$ cat config.mk
export PLATFORM = sky130hd
export DESIGN_NAME = line_burst_responder
export DESIGN_NICKNAME = d
export VERILOG_FILES = /design/src/rtl/line_burst_responder.sv
export SDC_FILE = /design/constraint.sdc
export NUM_CORES = 1
export LEC_CHECK = 0
export ABC_CLOCK_PERIOD_IN_PS = 9950
export CORE_AREA = 5 5 290 292
export CTS_CLUSTER_DIAMETER = 100
export DETAILED_ROUTE_END_ITERATION = 7
export DIE_AREA = 0 0 295 297
export GPL_TIMING_DRIVEN = 0
export HOLD_SLACK_MARGIN = 0.06
export MAX_ROUTING_LAYER = met4
export REMOVE_ABC_BUFFERS = 1
export SLEW_MARGIN = 5
export SYNTH_ARGS = -nofsm -noshare
export SYNTH_HDL_FRONTEND = slang
export SYNTH_SLANG_ARGS = --single-unit
$ cat constraint.sdc
create_clock -name clk -period 9.95 [get_ports clk]
set_clock_uncertainty 0.15 [all_clocks]
set_input_delay 1.99 -clock clk [delete_from_list [all_inputs] [get_ports clk]]
set_output_delay 1.99 -clock clk [all_outputs]
set_load 0.1 [all_outputs]
$ cat src/rtl/line_burst_responder.sv
// Line-wide memory responder: queues cache line read/write requests, services them against
// a 256-bit memory port and returns read lines as four 64-bit beats.
module line_burst_responder #(
    parameter int DEPTH = 4
) (
    input  logic         clk,
    input  logic         rst,
    input  logic [31:0]  bfp_addr,
    input  logic         bfp_read,
    input  logic         bfp_write,
    input  logic [63:0]  bfp_wdata,
    output logic         bfp_ready,
    output logic [31:0]  bfp_raddr,
    output logic [63:0]  bfp_rdata,
    output logic         bfp_rvalid,
    output logic [31:0]  lmem_addr,
    output logic         lmem_read,
    output logic         lmem_write,
    output logic [255:0] lmem_wdata,
    input  logic [255:0] lmem_rdata,
    input  logic         lmem_resp
);

    typedef enum logic [1:0] {
        S_IDLE   = 2'd0,
        S_MEM_RD = 2'd1,
        S_MEM_WR = 2'd2,
        S_BURST  = 2'd3
    } state_t;

    localparam int AW = $clog2(DEPTH);
    localparam int CW = AW + 2;
    localparam logic [CW-1:0] FULL_CNT = CW'(DEPTH);

    state_t         r_state;
    state_t         w_state_nxt;

    // FIFO entry: {op (1 = write), line address [31:5]}
    logic [27:0]    r_fifo [DEPTH];
    logic [AW-1:0]  r_wptr;
    logic [AW-1:0]  r_rptr;
    logic [CW-1:0]  r_count;

    logic           r_wcollect;
    logic           r_wbusy;
    logic [1:0]     r_wbeat;
    logic [26:0]    r_waddr;
    logic [255:0]   r_wbuf;

    logic [26:0]    r_cur_addr;
    logic [255:0]   r_linebuf;
    logic [1:0]     r_beat;

    logic           r_lmem_read;
    logic           r_lmem_write;
    logic           r_rvalid;
    logic [63:0]    r_rdata;
    logic [31:0]    r_raddr;

    logic           w_full;
    logic           w_empty;
    logic           w_rd_acc;
    logic           w_wr_acc;
    logic           w_wr_last;
    logic           w_push;
    logic           w_take;
    logic           w_pop;
    logic           w_bypass;
    logic           w_fifo_wr;
    logic [27:0]    w_push_ent;
    logic [27:0]    w_take_ent;
    logic [1:0]     w_beat_inc;
    logic           w_lmem_read_nxt;
    logic           w_lmem_write_nxt;
    logic           w_rvalid_nxt;
    logic [63:0]    w_rdata_nxt;
    logic [31:0]    w_raddr_nxt;
    logic           w_unused_addr_lsb;

    assign w_unused_addr_lsb = ^bfp_addr[4:0];

    assign w_full     = (r_count == FULL_CNT);
    assign w_empty    = (r_count == '0);
    assign bfp_ready  = !rst && !w_full && !r_wcollect && !r_wbusy;
    assign w_rd_acc   = bfp_read && bfp_ready;
    assign w_wr_acc   = bfp_write && !bfp_read && bfp_ready;
    assign w_wr_last  = r_wcollect && bfp_write && (r_wbeat == 2'd3);
    assign w_push     = w_rd_acc || w_wr_last;
    assign w_push_ent = w_rd_acc ? {1'b0, bfp_addr[31:5]} : {1'b1, r_waddr};

    // An idle FSM with an empty FIFO takes the incoming request directly so memory sees it next cycle.
    assign w_take     = (r_state == S_IDLE) && (!w_empty || w_push);
    assign w_pop      = (r_state == S_IDLE) && !w_empty;
    assign w_bypass   = w_take && w_empty;
    assign w_fifo_wr  = w_push && !w_bypass;
    assign w_take_ent = w_empty ? w_push_ent : r_fifo[r_rptr];
    assign w_beat_inc = r_beat + 2'd1;

    assign lmem_addr  = {r_cur_addr, 5'b0};
    assign lmem_wdata = r_wbuf;
    assign lmem_read  = r_lmem_read;
    assign lmem_write = r_lmem_write;
    assign bfp_rvalid = r_rvalid;
    assign bfp_rdata  = r_rdata;
    assign bfp_raddr  = r_raddr;

    always_ff @(posedge clk) begin
        if (w_fifo_wr) r_fifo[r_wptr] <= w_push_ent;
    end

    always_ff @(posedge clk) begin
        if (rst) begin
            r_wptr  <= '0;
            r_rptr  <= '0;
            r_count <= '0;
        end else begin
            if (w_fifo_wr) r_wptr <= r_wptr + AW'(1);
            if (w_pop)     r_rptr <= r_rptr + AW'(1);
            case ({w_fifo_wr, w_pop})
                2'b10:   r_count <= r_count + CW'(1);
                2'b01:   r_count <= r_count - CW'(1);
                default: r_count <= r_count;
            endcase
        end
    end

    always_ff @(posedge clk) begin
        if (rst) begin
            r_wcollect <= 1'b0;
            r_wbusy    <= 1'b0;
            r_wbeat    <= 2'd0;
            r_waddr    <= '0;
            r_wbuf     <= '0;
        end else begin
            if (w_wr_acc) begin
                r_wbuf[63:0] <= bfp_wdata;
                r_waddr      <= bfp_addr[31:5];
                r_wcollect   <= 1'b1;
                r_wbusy      <= 1'b1;
                r_wbeat      <= 2'd1;
            end else if (r_wcollect && bfp_write) begin
                r_wbuf[{r_wbeat, 6'b0} +: 64] <= bfp_wdata;
                r_wbeat <= r_wbeat + 2'd1;
                if (r_wbeat == 2'd3) r_wcollect <= 1'b0;
            end
            if (r_state == S_MEM_WR && lmem_resp) r_wbusy <= 1'b0;
        end
    end

    always_ff @(posedge clk) begin
        if (r_state == S_MEM_RD && lmem_resp) r_linebuf <= lmem_rdata;
    end

    always_ff @(posedge clk) begin
        if (rst) begin
            r_state      <= S_IDLE;
            r_cur_addr   <= '0;
            r_beat       <= 2'd0;
            r_lmem_read  <= 1'b0;
            r_lmem_write <= 1'b0;
            r_rvalid     <= 1'b0;
            r_rdata      <= '0;
            r_raddr      <= '0;
        end else begin
            r_state      <= w_state_nxt;
            if (w_take) r_cur_addr <= w_take_ent[26:0];
            r_beat       <= (r_state == S_BURST) ? w_beat_inc : 2'd0;
            r_lmem_read  <= w_lmem_read_nxt;
            r_lmem_write <= w_lmem_write_nxt;
            r_rvalid     <= w_rvalid_nxt;
            r_rdata      <= w_rdata_nxt;
            r_raddr      <= w_raddr_nxt;
        end
    end

    always_comb begin
        w_state_nxt = r_state;
        case (r_state)
            S_IDLE:   if (w_take) w_state_nxt = w_take_ent[27] ? S_MEM_WR : S_MEM_RD;
            S_MEM_RD: if (lmem_resp) w_state_nxt = S_BURST;
            S_MEM_WR: if (lmem_resp) w_state_nxt = S_IDLE;
            S_BURST:  if (r_beat == 2'd3) w_state_nxt = S_IDLE;
            default:  w_state_nxt = S_IDLE;
        endcase
    end

    // Registered outputs are loaded from the next state; beat 0 comes straight off the memory bus.
    always_comb begin
        w_lmem_read_nxt  = (w_state_nxt == S_MEM_RD);
        w_lmem_write_nxt = (w_state_nxt == S_MEM_WR);
        w_rvalid_nxt     = (w_state_nxt == S_BURST);
        w_raddr_nxt      = w_rvalid_nxt ? {r_cur_addr, 5'b0} : 32'd0;
        w_rdata_nxt      = '0;
        if (r_state == S_MEM_RD && lmem_resp)
            w_rdata_nxt = lmem_rdata[63:0];
        else if (r_state == S_BURST && r_beat != 2'd3)
            w_rdata_nxt = r_linebuf[{w_beat_inc, 6'b0} +: 64];
    end

endmodule

== After elaboration in Yosys (flattened, before gate mapping) ==
Memory sizes are Yosys's and may differ from the RTL's. A register that Yosys moved wholly into a read port is not among the register bits.
Cells that the tools add are included.
Storage, ports and cells
  register bits: 681
  memory bits (writable): 112
  bits of input ports: 357
  output and inout bits: 388
  word-level logic and storage cells: 104
  memories: 1
Cells by class
  add/sub/neg operators: 7
  equality and inequality tests: 12
  shift-type cells: 3
  muxes and demuxes: 23
  bitwise operators: 3
  reduce and logical (&&, ||, !) cells: 35
Memories
  r_fifo: words 4, width 28, read ports 1, clocked after memory_dff 1, write ports 1, RTL line 39  | logic [27:0] r_fifo [DEPTH];
Operators by type and width (number)
  bitwise mux 256 bit: 1
  2-to-1 mux 64 bit: 4
  variable shift 64 x 10 -> 256 bit (first input constant): 1
  indexed part select 256 x 9 -> 64 bit: 1
  indexed part select 64 x 10 -> 256 bit: 1
  2-to-1 mux 28 bit: 2
  logical AND 1 bit: 15
  == test 2 bit (second input constant): 7
  2-to-1 mux 2 bit: 7
  negation 8 -> 10 bit: 1
  adder 2 x 1 -> 2 bit (second input constant): 4
  one-hot mux 2 bit (4 select lines): 1
  one-hot mux 4 bit (2 select lines): 1
  OR reduction 2 bit: 4
  zero test 1 bit: 7
  2-to-1 mux 1 bit: 7
  == test 2 x 1 -> 1 bit (second input constant): 3
  nonzero test 2 bit: 3
  adder 4 x 1 -> 4 bit (second input constant): 1
  == test 4 x 3 -> 1 bit (second input constant): 1
  zero test 4 bit: 1
  AND reduction 2 bit: 2
  subtractor 4 x 1 -> 4 bit (second input constant): 1
  inverter 1 bit: 3
  other kinds (3): 4

== Logic depth before layout (Yosys ltp) ==
  depth in word-level cells: 14
  depth in mapped cells: 14
  gate-level depth less buffers: 12

== Worst setup path after synthesis ==
OpenSTA, ideal clock, no wires.
  path type: input to register
  from: in lmem_resp
  to: reg r_rdata[54] (netlist: bfp_rdata[54])
  library setup time: 0.093 ns
  arrival: 10.181 ns
  required time: 9.707 ns
  path slack: -0.474 ns
  stages on the path: 5
  path buffers: 1
  cells stage by stage: nand2_1 -> nor2_1 -> clkbuf_1 -> a22oi_1 -> nor2_1
On the way
  cells in the longest elaborated chain, start to end: 2
Ends and longest elaborated chain
  start, declared: RTL line 21  | input logic lmem_resp
  logical AND 1 bit: RTL line 194  | if (r_state == S_MEM_RD && lmem_resp)
  2-to-1 mux 64 bit: RTL line 194
  end signal, assigned: RTL line 171  | r_rdata <= w_rdata_nxt;
  end, declared: RTL line 57  | logic [63:0] r_rdata;
Every way passes these cells.
A chain may end at the register's enable or synchronous reset.

== Worst setup path after layout ==
  from: in rst
  to: out bfp_ready
On the way
  cells in the longest elaborated chain, start to end: 4
Ends and longest elaborated chain
  start, declared: RTL line 7  | input logic rst,
  zero test 1 bit: RTL line 84  | assign bfp_ready = !rst && !w_full && !r_wcollect && !r_wbusy;
  logical AND 1 bit (3 in series): RTL line 84
  end, declared: RTL line 12  | output logic bfp_ready,
Every way passes these cells.

==> run metrics <==
status=finished clean; reg-to-reg endpoint=r_fifo[2][5]$_DFFE_PP_; dpl cells=3,702; hold path start=r_waddr[1]$_SDFFE_PP0P_; setup TNS=0 ns; crit-path cells=buf_8, buf_16, buf_16, nor3_1, and2_1, clkdlybuf4s50_1; Yosys cell types=45; hold_buf cts=0; Root Driver=clkbuf_16; Clk pin slew, worst setup/hold paths=0.05 ns; vias in the first global route=between 20,000 and 25,000; prevailing post-synth register cell=dfxtp_1; Via density=5.17; most used cell, CP=buf_16; RePlAce Congestion=0.849; Worst Hold Class=flop to flop; average size of a mapped cell=13.9 um2; final WL=92,400 um; minimum clock period=approximately 6.9 ns; grt total ovfl=0; Final Setup Violations=0; Multi-input gate area=7780 um2; area delta synth->final=42.6%; Pwr Total=9.27 mW; first-pass GRT wire length=136,000 um; Skew-Pair Late Insertion Delay=0.64 ns; Max Cap Viol=0; RSZ-0062 raised after global routing=false; DRT iter0 DRCs=between 1,000 and 1,500; maximum vdd ir drop=0.177 mV; drt wl/cell=23.8 um; Die Span X=295 um; Layout Cells excl Fill=3,885; Finished Cell Area=39,900 um2; cts repair resizes=0; Reg-to-Reg Start=r_wcollect$_SDFFE_PP0P_; die area=just under 90,000 um2; flop2flop setup slack=about 6.5 ns; flops & latches, synth=790; Worst slew margin=between 10% and 20%; Cell Area, Synth=28,000 um2; DRC errors left=0; Die H=297 um; Worst Hold End=r_waddr[1]$_SDFFE_PP0P_; post-CTS setup buffer count=0; antenna-violating nets left=0; sequential share of the synthesized area=69.6%; row cnt=about 110; Max FO, Critical Path=102; initial antenna violation count=27; Worst R2R Path Depth=3; share of cells above drive strength 1=approximately 11%; CP arrival=between 4 and 5 ns; drt pass-1 iters=6; Top-Level Pins=745; CP Class=input port to output port; final hold viol count=0; largest net degree at the start of global routing=103; Worst path max stage delay=1.06 ns; fmax=~150 MHz; Critical Path End Type=output port; Async SR Flop Fraction=0%; total CTS buffers=85; DP Area=37,000 um2; register area=19,500 um2; Leak=13.6 nW; worst hold path cell count=2; worst-margin pin slew=1.24 ns; Filler Cell Count=6,985; PortBufs=about 730; P per Cell Area=232 nW/um2; Post-synth EDFFs=roughly 370; Max H-tree Level=3; Slew Viols, Final=0; Core ar.=a little over 80,000 um2; Via Count=between 20,000 and 25,000; Final nets=3,088; Gate Count Post-Synth=about 2,000; Slowest-stage cell, CP=clkdlybuf4s50_1; clock tree buffer depth=3; Required @ worst endpoint=7.81 ns; YS warnings=0; period utilization=69.0%; HPWL Detailed=66,500 um; TritonCTS clock tree=built; GRT Total Usage=between 20% and 30%; CP Launch Point=rst; Worst Setup Start Kind=input port; Initial Utilization=34.4%; CTS sink cnt=790
worst max-delay path, delay by kind of cell:
kind	cells	cell delay [ns]
and+or+nand+nor	2	0.33
buffers and inverters	4	2.20
through the flow:
stage | setup slack, ns | hold slack [ns] | util [%]
after floorplan | -6.26 | 0.277 | -
after global placement | -15.19 | 0.290 | 44.2
after detailed placement | 2.97 | 0.294 | 45.5
after CTS | 2.98 | 0.301 | 49.0
after global routing | 2.88 | 0.327 | 49.1
final | 3.08 | 0.299 | 49.1
placed cells by master, fill, tap and decap left out, types with 3 or more instances in the layout:
| master | instances |
|---|---|
| a21o_1 | 28 |
| a21oi_1 | 34 |
| a22o_1 | 125 |
| a22oi_1 | 195 |
| a311oi_1 | 28 |
| and3_2 | 4 |
| buf_12 | 18 |
| buf_16 | 11 |
| buf_4 | 15 |
| buf_6 | 8 |
| buf_8 | 6 |
| bufinv_16 | 7 |
| clkbuf_1 | 18 |
| clkbuf_16 | 87 |
| clkbuf_8 | 7 |
| clkdlybuf4s50_1 | 728 |
| clkinv_1 | 8 |
| clkinv_16 | 3 |
| clkinv_2 | 20 |
| clkinvlp_4 | 5 |
| conb_1 | 10 |
| dfxtp_1 | 419 |
| diode_2 | 23 |
| edfxtp_1 | 368 |
| ha_1 | 11 |
| inv_1 | 34 |
| mux2i_1 | 3 |
| mux4_2 | 92 |
| nand2_1 | 115 |
| nand3_1 | 35 |
| nor2_1 | 234 |
| nor3_1 | 33 |
| o21ai_0 | 33 |
| or3_1 | 3 |
| xor2_1 | 4 |
sequential cells by signal (all words and copies together), names as in the netlist, 4 cells and up, named ones only:
| register | flops |
|---|---|
| bfp_raddr | 27 |
| bfp_rdata | 64 |
| lmem_wdata | 256 |
| r_count | 4 |
| r_cur_addr | 27 |
| r_fifo | 112 |
| r_linebuf | 256 |
| r_waddr | 27 |
synthesized netlist by cell type (34+ instances only):
cell type	number	area share, %
nand3_1	37	0.66
inv_1	34	0.46
edfxtp_1	368	39
nor2_1	236	3.2
a22o_1	125	3.9
dfxtp_1	422	30
clkbuf_1	125	1.7
mux4_2	92	7.4
nand2_1	115	1.5
a21oi_1	35	0.63
a22oi_1	195	5.2
worst max path at each step:
stage | endpoint | slack (ns) | cells past startpoint
after global routing | bfp_ready | 2.88 | 6
final | bfp_ready | 3.08 | 6
after CTS | bfp_ready | 2.98 | 6
after floorplan | bfp_rdata[0]$_SDFF_PP0_ | -6.26 | 4
after global placement | lmem_wdata[46]$_SDFFE_PP0P_ | -15.19 | 3
after detailed placement | bfp_ready | 2.97 | 6
layer usage:
| layer | track usage [%] | wire length [um] | up-vias | share of wire [%] |
|---|---|---|---|---|
| li1 | - | - | 9022 | - |
| met1 | 24.4 | 35000 | 10000 | 38 |
| met2 | 34.2 | 45800 | 879 | 50 |
| met3 | 5.99 | 7910 | 186 | 8.6 |
| met4 | 8.41 | 3600 | 0 | 3.9 |
| met5 | - | 0 | - | 0 |
cell families after synthesis:
logic type / after synthesis / share of synthesized area, %
flip-flops: 790 / 69.6
AND/OR/NAND/NOR: 449 / 6.77
AO/OA/AOI/OAI: 450 / 12.2
buffers and inverters: 207 / 3.19
other: 1 / 0.0134
adder cells (fa/ha/maj): 12 / 0.536
XOR/XNOR: 6 / 0.188
multiplexers: 95 / 7.51
area by class of cell:
| type | count | area share (%) |
|---|---|---|
| Antenna cell | 23 | 0.144 |
| Sequential cell | 790 | 48.9 |
| Inverter | 34 | 0.320 |
| Timing Repair Buffer | 786 | 20.6 |
| Multi-Input combinational cell | 1022 | 19.5 |
| Tap cell | 1070 | 3.35 |
| Clock inverter | 48 | 1.34 |
| Clock buffer | 112 | 5.86 |
power by group:
part	internal [mW]	switching, mW	total [mW]
sequential	3.70	0.135	3.84
combinational	0.708	1.50	2.21
clock	1.86	1.35	3.22
total	6.28	2.99	9.27
No activity file was read; power rests on OpenSTA's default activity.
